[config.mk]
export PLATFORM = sky130hd
export DESIGN_NAME = pipelined_addsub_flat
export DESIGN_NICKNAME = d
export VERILOG_FILES = /design/src/rtl/pipelined_addsub_pkg.sv /design/src/rtl/pipelined_addsub_if.sv /design/src/rtl/pipelined_addsub_ripple_segment.sv /design/src/rtl/pipelined_addsub.sv /design/src/flat_wrapper.sv
export SDC_FILE = /design/constraint.sdc
export NUM_CORES = 1
export LEC_CHECK = 0
export CAP_MARGIN = 20
export CORE_MARGIN = 2
export CORE_UTILIZATION = 30
export DETAILED_ROUTE_END_ITERATION = 10
export SKIP_CTS_REPAIR_TIMING = 1
export SYNTH_ARGS = -nofsm -noshare
export SYNTH_HDL_FRONTEND = slang
export SYNTH_HIERARCHICAL = 1
export SYNTH_SLANG_ARGS = --single-unit
[constraint.sdc]
create_clock -name clk -period 5.16 [get_ports clk]
set_input_delay 1.548 -clock clk [delete_from_list [all_inputs] [get_ports clk]]
set_output_delay 1.548 -clock clk [all_outputs]
set_load 0.05 [all_outputs]
[src/rtl/pipelined_addsub_pkg.sv]
// Shared types and helpers for the pipelined adder/subtractor: per-stage
// control flags, segment sizing, configuration check and the full-adder cell.
package addsub_pkg;

    typedef struct packed {
        logic valid;
        logic carry;
        logic ovf;
        logic zero_acc;
    } stage_flags_t;

    function automatic int seg_width(input int width, input int stages);
        return width / stages;
    endfunction

    function automatic bit cfg_ok(input int width, input int stages);
        return (stages >= 1) && (stages <= width) && ((width % stages) == 0);
    endfunction

    // Returns {carry_out, sum}
    function automatic logic [1:0] full_add(input logic x, input logic y, input logic ci);
        return {(x & y) | (ci & (x ^ y)), x ^ y ^ ci};
    endfunction

endpackage

[src/rtl/pipelined_addsub_if.sv]
// Operand/result stream bundle for pipelined_addsub (valid/ready both ways).
interface pipelined_addsub_if #(
    parameter int WIDTH = 32
) ();
    logic             in_valid;
    logic             in_ready;
    logic [WIDTH-1:0] a;
    logic [WIDTH-1:0] b;
    logic             cin;
    logic             sub;
    logic             out_valid;
    logic             out_ready;
    logic [WIDTH-1:0] s;
    logic             cout;
    logic             ovf;
    logic             zero;

    modport master (
        output in_valid, a, b, cin, sub, out_ready,
        input  in_ready, out_valid, s, cout, ovf, zero
    );

    modport slave (
        input  in_valid, a, b, cin, sub, out_ready,
        output in_ready, out_valid, s, cout, ovf, zero
    );
endinterface

[src/rtl/pipelined_addsub_ripple_segment.sv]
// Combinational SEG-bit ripple-carry segment; also exposes the carry into
// its MSB so the last segment can derive signed overflow.
module ripple_segment
    import addsub_pkg::*;
#(
    parameter int SEG = 8
) (
    input  logic [SEG-1:0] a,
    input  logic [SEG-1:0] b,
    input  logic           cin,
    output logic [SEG-1:0] s,
    output logic           cout,
    output logic           cmsb
);
    logic       carry;
    logic       carry_msb;
    logic [1:0] fa;

    // Ripple the carry through SEG full-adder cells
    always_comb begin
        s         = '0;
        carry     = cin;
        carry_msb = cin;
        fa        = 2'b00;
        for (int i = 0; i < SEG; i++) begin
            carry_msb = carry;
            fa        = full_add(a[i], b[i], carry);
            s[i]      = fa[0];
            carry     = fa[1];
        end
    end

    assign cout = carry;
    assign cmsb = carry_msb;
endmodule

[src/rtl/pipelined_addsub.sv]
// Pipelined adder/subtractor: STAGES ripple segments separated by registers,
// one global advance signal, last stage register drives the result stream.
module pipelined_addsub
    import addsub_pkg::*;
#(
    parameter int WIDTH  = 32,
    parameter int STAGES = 4
) (
    input logic               clk,
    input logic               rst,
    pipelined_addsub_if.slave bus
);
    localparam int SEG = seg_width(WIDTH, STAGES);

    typedef struct packed {
        stage_flags_t     flags;
        logic [WIDTH-1:0] a;
        logic [WIDTH-1:0] b;
        logic [WIDTH-1:0] sum;
    } payload_t;

    payload_t head;
    payload_t last;
    logic     adv;

    if (!cfg_ok(WIDTH, STAGES)) begin : g_cfg_check
        $error("pipelined_addsub: need 1 <= STAGES <= WIDTH and WIDTH %% STAGES == 0");
    end

    assign adv          = !last.flags.valid || bus.out_ready;
    assign bus.in_ready = adv;

    // Operand prep: subtraction is A + ~B + 1; a non-accepted slot becomes a bubble
    always_comb begin
        head                = '0;
        head.flags.valid    = bus.in_valid;
        head.flags.carry    = bus.sub ? 1'b1 : bus.cin;
        head.flags.ovf      = 1'b0;
        head.flags.zero_acc = 1'b1;
        head.a              = bus.a;
        head.b              = bus.sub ? ~bus.b : bus.b;
        head.sum            = '0;
    end

    for (genvar k = 0; k < STAGES; k++) begin : g_stage
        payload_t       cur;
        payload_t       nxt;
        payload_t       q;
        logic [SEG-1:0] seg_s;
        logic           seg_co;
        logic           seg_cm;

        if (k == 0) begin : g_src
            assign cur = head;
        end else begin : g_src
            assign cur = g_stage[k-1].q;
        end

        ripple_segment #(.SEG(SEG)) u_seg (
            .a    (cur.a[k*SEG +: SEG]),
            .b    (cur.b[k*SEG +: SEG]),
            .cin  (cur.flags.carry),
            .s    (seg_s),
            .cout (seg_co),
            .cmsb (seg_cm)
        );

        // Fold this segment's slice result into the travelling payload
        always_comb begin
            nxt                   = cur;
            nxt.sum[k*SEG +: SEG] = seg_s;
            nxt.flags.carry       = seg_co;
            nxt.flags.ovf         = seg_co ^ seg_cm;
            nxt.flags.zero_acc    = cur.flags.zero_acc && (seg_s == '0);
        end

        // Stage register: cleared by reset, otherwise moves only with the whole pipe
        always_ff @(posedge clk) begin
            if (rst) begin
                q <= '0;
            end else if (adv) begin
                q <= nxt;
            end
        end
    end

    assign last = g_stage[STAGES-1].q;

    assign bus.out_valid = last.flags.valid;
    assign bus.s         = last.sum;
    assign bus.cout      = last.flags.carry;
    assign bus.ovf       = last.flags.ovf;
    assign bus.zero      = last.flags.zero_acc;
endmodule

[src/flat_wrapper.sv]
// flat-port wrapper written by rule: the top's interface ports become plain ports
module pipelined_addsub_flat import addsub_pkg::*;
#(
    parameter int WIDTH  = 32,
    parameter int STAGES = 4
)
  (clk, rst, bus_in_valid, bus_a, bus_b, bus_cin, bus_sub, bus_out_ready, bus_in_ready, bus_out_valid, bus_s, bus_cout, bus_ovf, bus_zero);
  pipelined_addsub_if #(.WIDTH(WIDTH)) bus_i ();
  input logic clk;
  input logic rst;
  input wire logic [$bits(bus_i.in_valid)-1:0] bus_in_valid;
  input wire logic [$bits(bus_i.a)-1:0] bus_a;
  input wire logic [$bits(bus_i.b)-1:0] bus_b;
  input wire logic [$bits(bus_i.cin)-1:0] bus_cin;
  input wire logic [$bits(bus_i.sub)-1:0] bus_sub;
  input wire logic [$bits(bus_i.out_ready)-1:0] bus_out_ready;
  output wire logic [$bits(bus_i.in_ready)-1:0] bus_in_ready;
  output wire logic [$bits(bus_i.out_valid)-1:0] bus_out_valid;
  output wire logic [$bits(bus_i.s)-1:0] bus_s;
  output wire logic [$bits(bus_i.cout)-1:0] bus_cout;
  output wire logic [$bits(bus_i.ovf)-1:0] bus_ovf;
  output wire logic [$bits(bus_i.zero)-1:0] bus_zero;
  assign bus_i.in_valid = bus_in_valid;
  assign bus_i.a = bus_a;
  assign bus_i.b = bus_b;
  assign bus_i.cin = bus_cin;
  assign bus_i.sub = bus_sub;
  assign bus_i.out_ready = bus_out_ready;
  assign bus_in_ready = bus_i.in_ready;
  assign bus_out_valid = bus_i.out_valid;
  assign bus_s = bus_i.s;
  assign bus_cout = bus_i.cout;
  assign bus_ovf = bus_i.ovf;
  assign bus_zero = bus_i.zero;
  pipelined_addsub #(.WIDTH(WIDTH), .STAGES(STAGES)) u_core (.clk(clk), .rst(rst), .bus(bus_i));
endmodule
==> results.sh <==
export IMPL_fp_dieH_um=165
export IMPL_clk_latency_ps=420
export IMPL_nets=1083
export IMPL_cp_num_buf_inv=5
export IMPL_syn_to_final_growth_pct=22.8
export IMPL_cpMostUsedCell="fa_2"
export IMPL_outcome="finished, final reports clean"
export IMPL_root_buffer="clkbuf_16"
export IMPL_die_w_um=165
export IMPL_first_global_vias=5349
export IMPL_final_util_pct=37.1
export IMPL_crit_family="adder cells"
export IMPL_slowest_stage="fa_1"
export IMPL_cts_buffers=17
export IMPL_clock_sinks=189
export IMPL_r2r_start="u_core/g_stage[0].q[98]$_SDFFE_PP0P_"
export IMPL_htreeDepth=4
export IMPL_fill_cells=2720
export IMPL_ff_latch_area_um2=3780
export IMPL_tritoncts="built"
export IMPL_final_max_slew_viol_count=0
export IMPL_max_slew_worst_pin_slew_ps=961
export IMPL_ys_types=21
export IMPL_first_pass_iters=4
export IMPL_drtIter0Drc=384
export IMPL_start_kind="input port"
export IMPL_worstPathRequired_ps=5510
export IMPL_yosysWarnings=6
export IMPL_cpPeakStageDelay_ps=480
export IMPL_max_freq_ghz=0.195
export IMPL_diodes=0
export IMPL_worst_setup_path_type="input port to flop"
export IMPL_fin_cells=1329
export IMPL_postLayoutCellArea_um2=9590
export IMPL_overflow=0
export IMPL_relSlewSlack_pct=35.9
export IMPL_drive_gt1_share_pct=7.75
export IMPL_fp_dieArea_um2=27300
export IMPL_p_leak_nw=3.63
export IMPL_antenna_found_initial=0
export IMPL_dp_hpwl_um=11000
export IMPL_syn_num_nets=1017
export IMPL_setup_violations=0
export IMPL_num_rows=59
export IMPL_gp_congestion=0.727
export IMPL_grt_pass1_wl_um=27100
export IMPL_worstPathMaxFanout=4
export IMPL_grt_max_degree=214
export IMPL_setup_tns_ps=0
export IMPL_finClkSkew_ps=7.01
export IMPL_rsz0062_at_grt="true"
export IMPL_hold_path_class="flop to flop"
export IMPL_avgSynthCellArea_um2=8.54
export IMPL_drc_errors=0
export IMPL_hold_violations=0
export IMPL_fin_total_pwr_w=0.00333
export IMPL_cts_buffer_depth=2
export IMPL_syn_inst=915
export IMPL_grt_usage_pct=12.5
export IMPL_fin_crit_ps=5140
export IMPL_period_share_pct=99.6
export IMPL_ioPinCount=107
export IMPL_dp_cells=1296
export IMPL_ys_seq_area_share_pct=48.4
export IMPL_core_area_um2=25800
export IMPL_hp_start="u_core/bus.s[3]$_SDFFE_PP0P_"
export IMPL_ant_nets=0
export IMPL_multiInputGateArea_um2=3470
export IMPL_clk_pin_slew_worst_paths_ps=70
export IMPL_ir_drop_mv=0.163
export IMPL_io_buffers=106
export IMPL_mostFrequentLayoutCell="nand2_1"
export IMPL_most_common_layout_cells="nand2_1, dfxtp_1, a21oi_1"
export IMPL_initial_utilization_pct=30.2
export IMPL_via_count=5883
export IMPL_synth_seq_cells=189
export IMPL_wire_per_inst_um=12.9
export IMPL_finalWirelength_um=17200
export IMPL_arrival_ps=5490
export IMPL_crit_start="bus_sub"
export IMPL_crit_chain="buf_8 > or2_4 > inv_2 > fa_2 > inv_2 > fa_2 > fa_2 > fa_2 > fa_2 > fa_2 > inv_2 > fa_2 > inv_2 > fa_1 > nor4_1 > nand3_1 > a21oi_1"
export IMPL_crit_path_end_kind="flop"
export IMPL_viasPerCell=4.43
export IMPL_placed_area_um2=8940
export IMPL_syn_area_um2=7810
export IMPL_p_per_area_nw_per_um2=347
export IMPL_maxCapViolCount=0
## sequential cells by signal (all words and copies together) (netlist names)
name	count
u_core/g_stage.q	153
u_core/bus.s	32
u_core/bus.cout	1
u_core/bus.out_valid	1
u_core/bus.ovf	1
u_core/bus.zero	1
## synth_stat cells, drive strengths merged
cell / count / area (um^2)
nand2: 322 / 1210
dfxtp: 189 / 3780
a21oi: 163 / 816
buf: 49 / 362
inv: 41 / 156
fa: 32 / 641
nor2: 30 / 113
a211oi: 25 / 283
xnor2: 25 / 219
clkbuf: 17 / 63.8
xor2: 8 / 70.1
nor4: 5 / 31.3
nand4: 3 / 18.8
nor3b: 3 / 22.5
nand3: 1 / 5.00
nor2b: 1 / 13.8
or2: 1 / 6.26
## final cells by class
type | count | share of cell area (%)
Sequential cell | 189 | 39.4
Multi-Input combinational cell | 619 | 36.1
Timing Repair Buffer | 113 | 12.1
Clock buffer | 19 | 4.72
Tap cell | 335 | 4.37
Inverter | 41 | 1.66
Clock inverter | 13 | 1.54
## through the flow
step	hold slack (ps)	setup WS, ps
5_1_grt	465	-81.1
4_1_cts	453	57.3
2_1_floorplan	427	-102
3_3_place_gp	439	-324
6_report	449	20.5
3_5_place_dp	443	-393
## cells by family after synthesis
group	after synthesis	synth area share (%)
AO/OA/AOI/OAI	188	14.1
XOR/XNOR	33	3.70
adder cells (fa/ha/maj)	32	8.20
buffers and inverters	107	7.45
flip-flops	189	48.4
AND/OR/NAND/NOR	366	18.2
## routing by layer
layer	vias up	share of wire [%]	global-route usage [%]
met3	11	3.7	2.80
met4	0	1.2	3.41
li1	3039	-	-
met2	96	43	18.1
met1	2737	52	18.5
met5	-	0	0
## worst paths after layout
kind	end	slack (ps)	depth (start not counted)
max reg2reg	u_core/g_stage[1].q[96]$_SDFFE_PP0P_	1160	15
min	u_core/bus.s[3]$_SDFFE_PP0P_	450	2
max	u_core/g_stage[0].q[96]$_SDFFE_PP0P_	20	17
min reg2reg	u_core/bus.s[3]$_SDFFE_PP0P_	450	2
## worst min-delay path: cells and delay by family (launching register included)
family	cells	cell delay (ps)
AND/OR/NAND/NOR	1	50
AO/OA/AOI/OAI	1	50
flip-flops	1	310
## power by group
group	switching (W)	internal (W)
registers	0.0000512	0.00155
clock network	0.000610	0.000715
logic	0.000221	0.000180
total	0.000882	0.00245
Note: power is estimated with default switching activity, not from simulation.
